**config.mk**
```make
export PLATFORM = sky130hd
export DESIGN_NAME = bios_mem_loader
export DESIGN_NICKNAME = d
export VERILOG_FILES = /design/src/rtl/bios_mem_loader.sv
export SDC_FILE = /design/constraint.sdc
export NUM_CORES = 1
export LEC_CHECK = 0
export ABC_AREA = 1
export BUFFER_PORTS_ARGS = -buffer_cell sky130_fd_sc_hd__buf_2
export CAP_MARGIN = 20
export CORE_MARGIN = 1
export CORE_UTILIZATION = 45
export CTS_CLUSTER_DIAMETER = 80
export DETAILED_ROUTE_END_ITERATION = 10
export PLACE_DENSITY = 0.63
export SLEW_MARGIN = 20
export SYNTH_ARGS = -nofsm -noshare
export SYNTH_HDL_FRONTEND = slang
export SYNTH_SLANG_ARGS = --single-unit
```
**constraint.sdc**
```tcl
create_clock -name clk -period 1.7 [get_ports clk]
set_clock_uncertainty 0.15 [all_clocks]
set_input_delay 0.17 -clock clk [delete_from_list [all_inputs] [get_ports clk]]
set_output_delay 0.17 -clock clk [all_outputs]
set_load 0.005 [all_outputs]
```
**src/rtl/bios_mem_loader.sv**
```systemverilog
// bios_mem_loader: receives a framed byte stream over a ready/valid byte
// interface, assembles little-endian 32-bit words and writes them through a
// synchronous word-wide memory write port.
// Frame: SYNC, 4-byte byte address, 2-byte word count N, N*4 data bytes,
// then a 1-byte checksum (mod-256 sum of all data bytes).
module bios_mem_loader #(
  parameter int          ADDR_WIDTH = 12,
  parameter logic [7:0]  SYNC_BYTE  = 8'h55
) (
  input  logic                  clk,
  input  logic                  rst_n,
  input  logic [7:0]            in_data,
  input  logic                  in_valid,
  output logic                  in_ready,
  output logic                  mem_en,
  output logic [3:0]            mem_we,
  output logic [ADDR_WIDTH-1:0] mem_addr,
  output logic [31:0]           mem_din,
  output logic                  busy,
  output logic                  done,
  output logic                  error
);

  typedef enum logic [2:0] {
    S_IDLE,
    S_ADDR,
    S_COUNT,
    S_DATA,
    S_WRITE,
    S_CSUM
  } state_t;

  state_t                r_state;
  state_t                w_next;

  logic [1:0]            r_idx;      // byte index within the current field
  logic [31:0]           r_addr;     // byte address A from the header
  logic [15:0]           r_count;    // words remaining in the frame
  logic [ADDR_WIDTH-1:0] r_ptr;      // next word address to write
  logic [31:0]           r_word;     // word under assembly
  logic [7:0]            r_sum;      // running checksum of data bytes

  logic                  r_mem_en;
  logic [3:0]            r_mem_we;
  logic [ADDR_WIDTH-1:0] r_mem_addr;
  logic [31:0]           r_mem_din;
  logic                  r_done;
  logic                  r_error;

  logic                  w_ready;
  logic                  w_busy;
  logic                  w_xfer;
  logic [15:0]           w_count_full;
  logic [31:0]           w_word_next;

  assign w_xfer       = in_valid && w_ready;
  // Full word count as it will look once the high byte lands this cycle.
  assign w_count_full = {in_data, r_count[7:0]};

  // Word under assembly with the incoming byte dropped into its lane.
  // NOTE: every always_comb output gets a default first so no path leaves it
  // unassigned, which would otherwise infer a latch.
  always_comb begin
    w_word_next               = r_word;
    w_word_next[8*r_idx +: 8] = in_data;
  end

  // State register.
  // NOTE: sequential state uses non-blocking assignments so every flop samples
  // pre-edge values, independent of block ordering.
  always_ff @(posedge clk or negedge rst_n) begin
    if (!rst_n) r_state <= S_IDLE;
    else        r_state <= w_next;
  end

  // Next-state logic: field sequencing driven by accepted bytes.
  always_comb begin
    w_next = r_state;
    case (r_state)
      S_IDLE:  if (w_xfer && in_data == SYNC_BYTE) w_next = S_ADDR;
      S_ADDR:  if (w_xfer && r_idx == 2'd3)        w_next = S_COUNT;
      S_COUNT: if (w_xfer && r_idx == 2'd1)
                 w_next = (w_count_full == 16'd0) ? S_CSUM : S_DATA;
      S_DATA:  if (w_xfer && r_idx == 2'd3)        w_next = S_WRITE;
      S_WRITE: w_next = (r_count == 16'd1) ? S_CSUM : S_DATA;
      S_CSUM:  if (w_xfer)                         w_next = S_IDLE;
      default: w_next = S_IDLE;
    endcase
  end

  // Outputs decoded from state: stall the source only during the write cycle.
  always_comb begin
    w_ready = (r_state != S_WRITE);
    w_busy  = (r_state != S_IDLE);
  end

  // Datapath: header capture, word assembly, checksum, registered memory port.
  always_ff @(posedge clk or negedge rst_n) begin
    if (!rst_n) begin
      r_idx      <= '0;
      r_addr     <= '0;
      r_count    <= '0;
      r_ptr      <= '0;
      r_word     <= '0;
      r_sum      <= '0;
      r_mem_en   <= 1'b0;
      r_mem_we   <= 4'h0;
      r_mem_addr <= '0;
      r_mem_din  <= '0;
      r_done     <= 1'b0;
      r_error    <= 1'b0;
    end else begin
      // Strobes are high exactly while the state register holds WRITE.
      r_mem_en <= (w_next == S_WRITE);
      r_mem_we <= (w_next == S_WRITE) ? 4'hF : 4'h0;
      r_done   <= 1'b0;
      r_error  <= 1'b0;
      case (r_state)
        S_IDLE: begin
          if (w_xfer && in_data == SYNC_BYTE) begin
            r_idx <= '0;
            r_sum <= '0;
          end
        end
        S_ADDR: begin
          if (w_xfer) begin
            r_addr[8*r_idx +: 8] <= in_data;
            r_idx                <= r_idx + 2'd1;  // wraps to 0 for COUNT
          end
        end
        S_COUNT: begin
          if (w_xfer) begin
            r_count[8*r_idx[0] +: 8] <= in_data;
            if (r_idx == 2'd1) begin
              r_idx <= '0;
              // Byte offset and bits beyond the memory size are dropped.
              r_ptr <= r_addr[ADDR_WIDTH+1:2];
            end else begin
              r_idx <= r_idx + 2'd1;
            end
          end
        end
        S_DATA: begin
          if (w_xfer) begin
            r_word <= w_word_next;
            r_sum  <= r_sum + in_data;
            r_idx  <= r_idx + 2'd1;
            if (r_idx == 2'd3) begin
              r_mem_addr <= r_ptr;
              r_mem_din  <= w_word_next;
            end
          end
        end
        S_WRITE: begin
          r_ptr   <= r_ptr + ADDR_WIDTH'(1);  // wraps freely at the top
          r_count <= r_count - 16'd1;
          r_idx   <= '0;
        end
        S_CSUM: begin
          if (w_xfer) begin
            r_done  <= (in_data == r_sum);
            r_error <= (in_data != r_sum);
          end
        end
        default: ;
      endcase
    end
  end

  assign in_ready = w_ready;
  assign busy     = w_busy;
  assign mem_en   = r_mem_en;
  assign mem_we   = r_mem_we;
  assign mem_addr = r_mem_addr;
  assign mem_din  = r_mem_din;
  assign done     = r_done;
  assign error    = r_error;

endmodule

```
* Yosys cells after proc, flatten, opt, wreduce, memory -nomap -nowiden
Index checks and enable logic that the tools add are counted.
Word-level totals: register bits after elaboration 156, input bits 11, word-level logic and storage cells 88
Operators by class: $add $sub $neg 6, equal/unequal tests 18, shift operators 4, mux-type cells 29, reductions and logical operators 18
Operator list (number):
- $bwmux W32 | 2
- $neg A4 Y34 | 1
- $neg A5 Y34 | 1
- $shift A8 B34 Y16 const A | 1
- $shift A8 B34 Y32 const A | 1
- $shiftx A8 B34 Y16 | 1
- $shiftx A8 B34 Y32 | 1
- $pmux W16 S2 | 1
- $mux W12 | 2
- $pmux W12 S2 | 1
- $mux W3 | 7
- $pmux W3 S6 | 1
- $bwmux W16 | 1
- $eq A16 B1 Y1 const B | 1
- $logic_not A16 Y1 | 1
- $mux W16 | 1
- $mux W8 | 2
- $pmux W8 S2 | 1
- $sub A16 B1 Y16 const B | 1
- $add A12 B1 Y12 const B | 1
- $eq A3 B3 Y1 const B | 3
- $reduce_and A3 Y1 | 3
- $add A8 B8 Y8 | 1
- $eq A8 B7 Y1 const B | 1
- 22 further kinds | 38

* Logic depth before layout (Yosys ltp)
word-level depth 7, mapped depth 10

* Worst setup path after synthesis
Ideal clock, no wire load.
path kind flip-flop to flip-flop, from register r_idx[0], to register r_word[23], arrival 1.436 ns, data required time 1.467 ns, slack 0.032 ns, cell stages (with the launch flop) 10, path buffers 1, path through dfrtp_1 > inv_1 > ha_1 > inv_1 > nor2_1 > buf_2 > nand3_1 > o21ai_0 > nand2_1 > o21ai_0
Between the ends: word-level cells in the longest chain between the ends 3, elaborated cells on any way between the ends 4, classes of those cells add/sub (1); shift (2); mux (1)
Ends and longest elaborated chain:
- start, declared | RTL line 36 | logic [1:0] r_idx;
- start signal, assigned | RTL line 128 | r_idx <= r_idx + 2'd1;
- start signal, assigned | RTL line 139 | r_idx <= r_idx + 2'd1;
- start signal, assigned | RTL line 147 | r_idx <= r_idx + 2'd1;
- $neg A5 Y34 * | RTL line 65 | w_word_next[8*r_idx +: 8] = in_data;
- $shiftx A8 B34 Y32 / $shift A8 B34 Y32 (equally long branches) | RTL line 65
- $bwmux W32 * | RTL line 65
- end signal, assigned | RTL line 145 | r_word <= w_word_next;
- end, declared | RTL line 40 | logic [31:0] r_word;
Mark *: on every way between the ends. The rest lies on a longest branch, timed or not. A chain may end at the register's enable or synchronous reset.

* Final worst setup path
from register r_state[0], to output busy
Between the ends: word-level cells in the longest chain between the ends 1
Ends and longest elaborated chain:
- start, declared | RTL line 33 | state_t r_state;
- start signal, assigned | RTL line 73 | else r_state <= w_next;
- $reduce_bool A3 Y1 | RTL line 94 | w_busy = (r_state != S_IDLE);
- end, declared | RTL line 19 | output logic busy,
Every way passes these cells.

==> impl_metrics.csv <==
group,metric,value,unit
synthesis,synth_top_area_share,46.41,%
worst_setup_path,cp-end-kind,"output pin",
synthesis,synth-xor-area-share,0.7859,%
routing,antenna_left,0,
power,combPwrFrac,13.8,%
worst_setup_path,crit_type,"register to output pin",
sta,maxSlewHeadroom,71.10,%
synthesis,synth-edff-count,0,
power,pwr-share-seq,40.2,%
clocking,clock_sinks,124,
sta,hold_viol_final,0,
outcome,violations,"setup timing",
finish,final.fill_count,1275,
synthesis,yosysMostFrequentCell,"nand2_1",
synthesis,synth_warnings,0,
floorplanning,core_area,14530,µm²
power,vdd_drop_max,0.0006872,V
synthesis,synthAdderAreaFrac,3.106,%
routing,drc,0,
global_routing,grt_pass1_wl,27.80,mm
synthesis,synth_cell_types,33,
sta,timing.final.ws_setup,-55.84,ps
synthesis,ys_seq_area_share,46.41,%
sta,post-route-min-period,1756,ps
power,p_switching,0.002130,W
synthesis,yosys-mux-area-fraction,0.1497,%
job,cap_violations,0,
routing,wl_per_cell,15.91,µm
finish,antenna_cells,0,
worst_setup_path,crit_arrival,1440,ps
placed_design,dp.cells,1168,
placed_design,dp_hpwl,12.22,mm
synthesis,yosys-top-cells-count,"294 x nand2_1, 124 x dfrtp_1, 97 x inv_1",
clocking,cts-root-buf,"clkbuf_16",
worst_setup_path,cp_max_fo,3,
floorplanning,row_count,44,
power,clock_power_share,45.9,%
power,power_leakage,4.657,nW
sta,rsz0062_at_grt,"true",
finish,area_delta_synth_final,37.01,%
sta,clock.fmax,0.5695,GHz
synthesis,syn-cell-area,6686,µm²
floorplanning,dieArea,15350,µm²
placed_design,port-buffer-count,63,
routing,wl,19.67,mm
finish,drive_gt1_share,28.33,%
global_routing,grt_usage,23.94,%
floorplanning,die_w,123.9,µm
worst_setup_path,rrSetupSlack,-40,ps
clocking,cts_made_buffers,17,
clocking,clk_latency,420,ps
clocking,cts_buffer_depth,2,
placed_design,finalWeightedCongestion,0.9197,
routing,drtIter0Drc,523,
clocking,htreeDepth,4,
worst_setup_path,r2r_start,"r_state[0]",
synthesis,syn_inst,904,
routing,vias,6539,
clocking,path_clk_slew,60,ps
clocking,cts_tree,"done",
sta,post-route-period-util,103.3,%
sta,slew_violations,0,
synthesis,synth-compound-area-share,10.65,%
power,swShare,27.37,%
min_path,worstHoldPathType,"primary input to register",
synthesis,netlist.top_cell.by_area,"dfrtp_1",
routing,viasPerCell,5.290,
routing,drt_first_pass_iters,5,
power,power,0.007783,W
floorplanning,io_pins,64,
synthesis,netlist_top_cells_area,"dfrtp_1 46%, nand2_1 17%, o21ai_0 7.2%, nand3_1 5.9%, inv_1 5.4%",
global_routing,antenna_found_initial,0,
power,p_int,0.005653,W
synthesis,avgSynthCellArea,7.396,µm²
sta,tightest_slew,433.5,ps
synthesis,ys.flop_type,"dfrtp_1",
finish,layout.cells.non_filler,1236,
min_path,hp-start,"in_data[6]",
global_routing,grt_pass1_vias,5597,
global_routing,grt_overflow,0,
floorplanning,die_h,123.9,µm
synthesis,synth_top_family_by_area,"simple AND/OR/NAND/NOR gates",
outcome,run_status,"finished with violations",
synthesis,async_flop_share,100.0,%
power,powerDensity,849.5,nW/µm²
finish,num-nets-final,1066,
worst_setup_path,crit_required,1380,ps
global_routing,grt_max_degree,75,
floorplanning,initial_core_util,46.01,%
worst_setup_path,critPathLaunchType,"register",
synthesis,postSynthNetCount,931,
sta,hold-worst-slack,66.68,ps
synthesis,yosys.area_share.simple,29.64,%
worst_setup_path,startpoint,"r_state[0]",
sta,finalSetupViolCount,8,
synthesis,synth_seq_cells,124,
[worst paths after layout]
check,to,depth (start not counted)
max,busy,7
max reg2reg,r_sum[7],8
min reg2reg,mem_addr[2],2
min,r_state[2],4
min in group asynchronous,mem_addr[10],3
max in group asynchronous,r_idx[0],3
[metal layers]
layer,GRT usage [%],share of wire [%]
met2,38.37,49
met3,5.220,5.9
met5,0,0
met1,32.53,44
met4,6.696,1.7
[cell type report]
class / count / area [µm²] / area share, %
clock inverter: 14 / 142.6 / 1.557
clock buffer: 18 / 439.2 / 4.794
timing repair inverter: 1 / 7.507 / 0.08194
sequential: 124 / 3105 / 33.90
timing repair buffer: 154 / 1365 / 14.90
inverter: 101 / 410.4 / 4.480
multi-input combinational: 640 / 3461 / 37.78
tap: 184 / 230.2 / 2.513
[critical path: stages (launching register included)]
cell and delay, ps:
dfrtp_1 400, buf_6 140, inv_4 60, nand2_4 60, nor2_4 100, buf_6 120, inv_4 30, buf_6 100
[logic make-up (layout without fill, tap and decap cells)]
logic type | count (synthesis) | count (layout)
AOI/OAI and AO/OA | 137 | 138
xor gates and xnor gates | 6 | 6
adders and majority gates | 16 | 16
buffers and inverters | 142 | 288
DFF | 124 | 124
muxes | 1 | 1
and+or+nand+nor | 478 | 479
[what timing repair did]
item / in CTS / in global routing
hold buffers: 1 / 0
pin swaps: 4 / 22
buffers inserted: 11 / 10
gates resized for setup: 25 / 173
setup endpoints to repair: 47 / 122
endpoints found under the hold margin: 124 / 0
gates cloned: 1 / 16
[cells in the final DEF, fill, tap and decap left out, types with 8 or more instances in the layout]
master and n:
nand3_4 9, nand4_1 12, ha_1 9, nor2_2 11, o21ai_0 56, nand3_2 13
nand2_4 9, nor2_1 57, buf_6 15, o21ai_2 15, buf_2 60, nand3_1 61
inv_1 85, nand2_1 276, dfrtp_1 122, buf_4 58, o21ai_1 36, nor3_1 8
clkbuf_16 27, inv_2 8, nand2_2 11, a21oi_1 18, buf_12 10
[stage by stage]
| stage | util (%) | worst slack, ps | area [µm²] | setup TNS [ps] |
|---|---|---|---|---|
| after global routing | 63.03 | -118.6 | 9161 | -2784 |
| final | 63.03 | -55.84 | 9161 | -243.9 |
| after floorplan | - | 31.59 | 6686 | 0 |
| after global placement | 51.84 | -20.79 | 7535 | -38.81 |
| after detailed placement | 51.84 | -88.57 | 7535 | -1689 |
| after CTS | 57.07 | -74.23 | 8294 | -149.2 |
[flip-flops by register name, indices dropped and copies added (netlist names)]
signal    flops
r_ptr        12
error         1
r_sum         8
r_idx         2
mem_we        1
r_state       3
mem_addr     12
done          1
r_word       24
mem_din      32
r_count      16
r_addr       12
[power groups by stage]
stage | Clock [W] | Combinational (W) | Sequential [W]
after CTS | 0.00363 | 0.000914 | 0.00313
final | 0.00358 | 0.00108 | 0.00313
after global placement | 0 | 0.000847 | 0.00318
after detailed placement | 0 | 0.000852 | 0.00318
after floorplan | 0 | 0.000484 | 0.00316
after global routing | 0.00376 | 0.00118 | 0.00314
(Power assumes the default switching activity.)
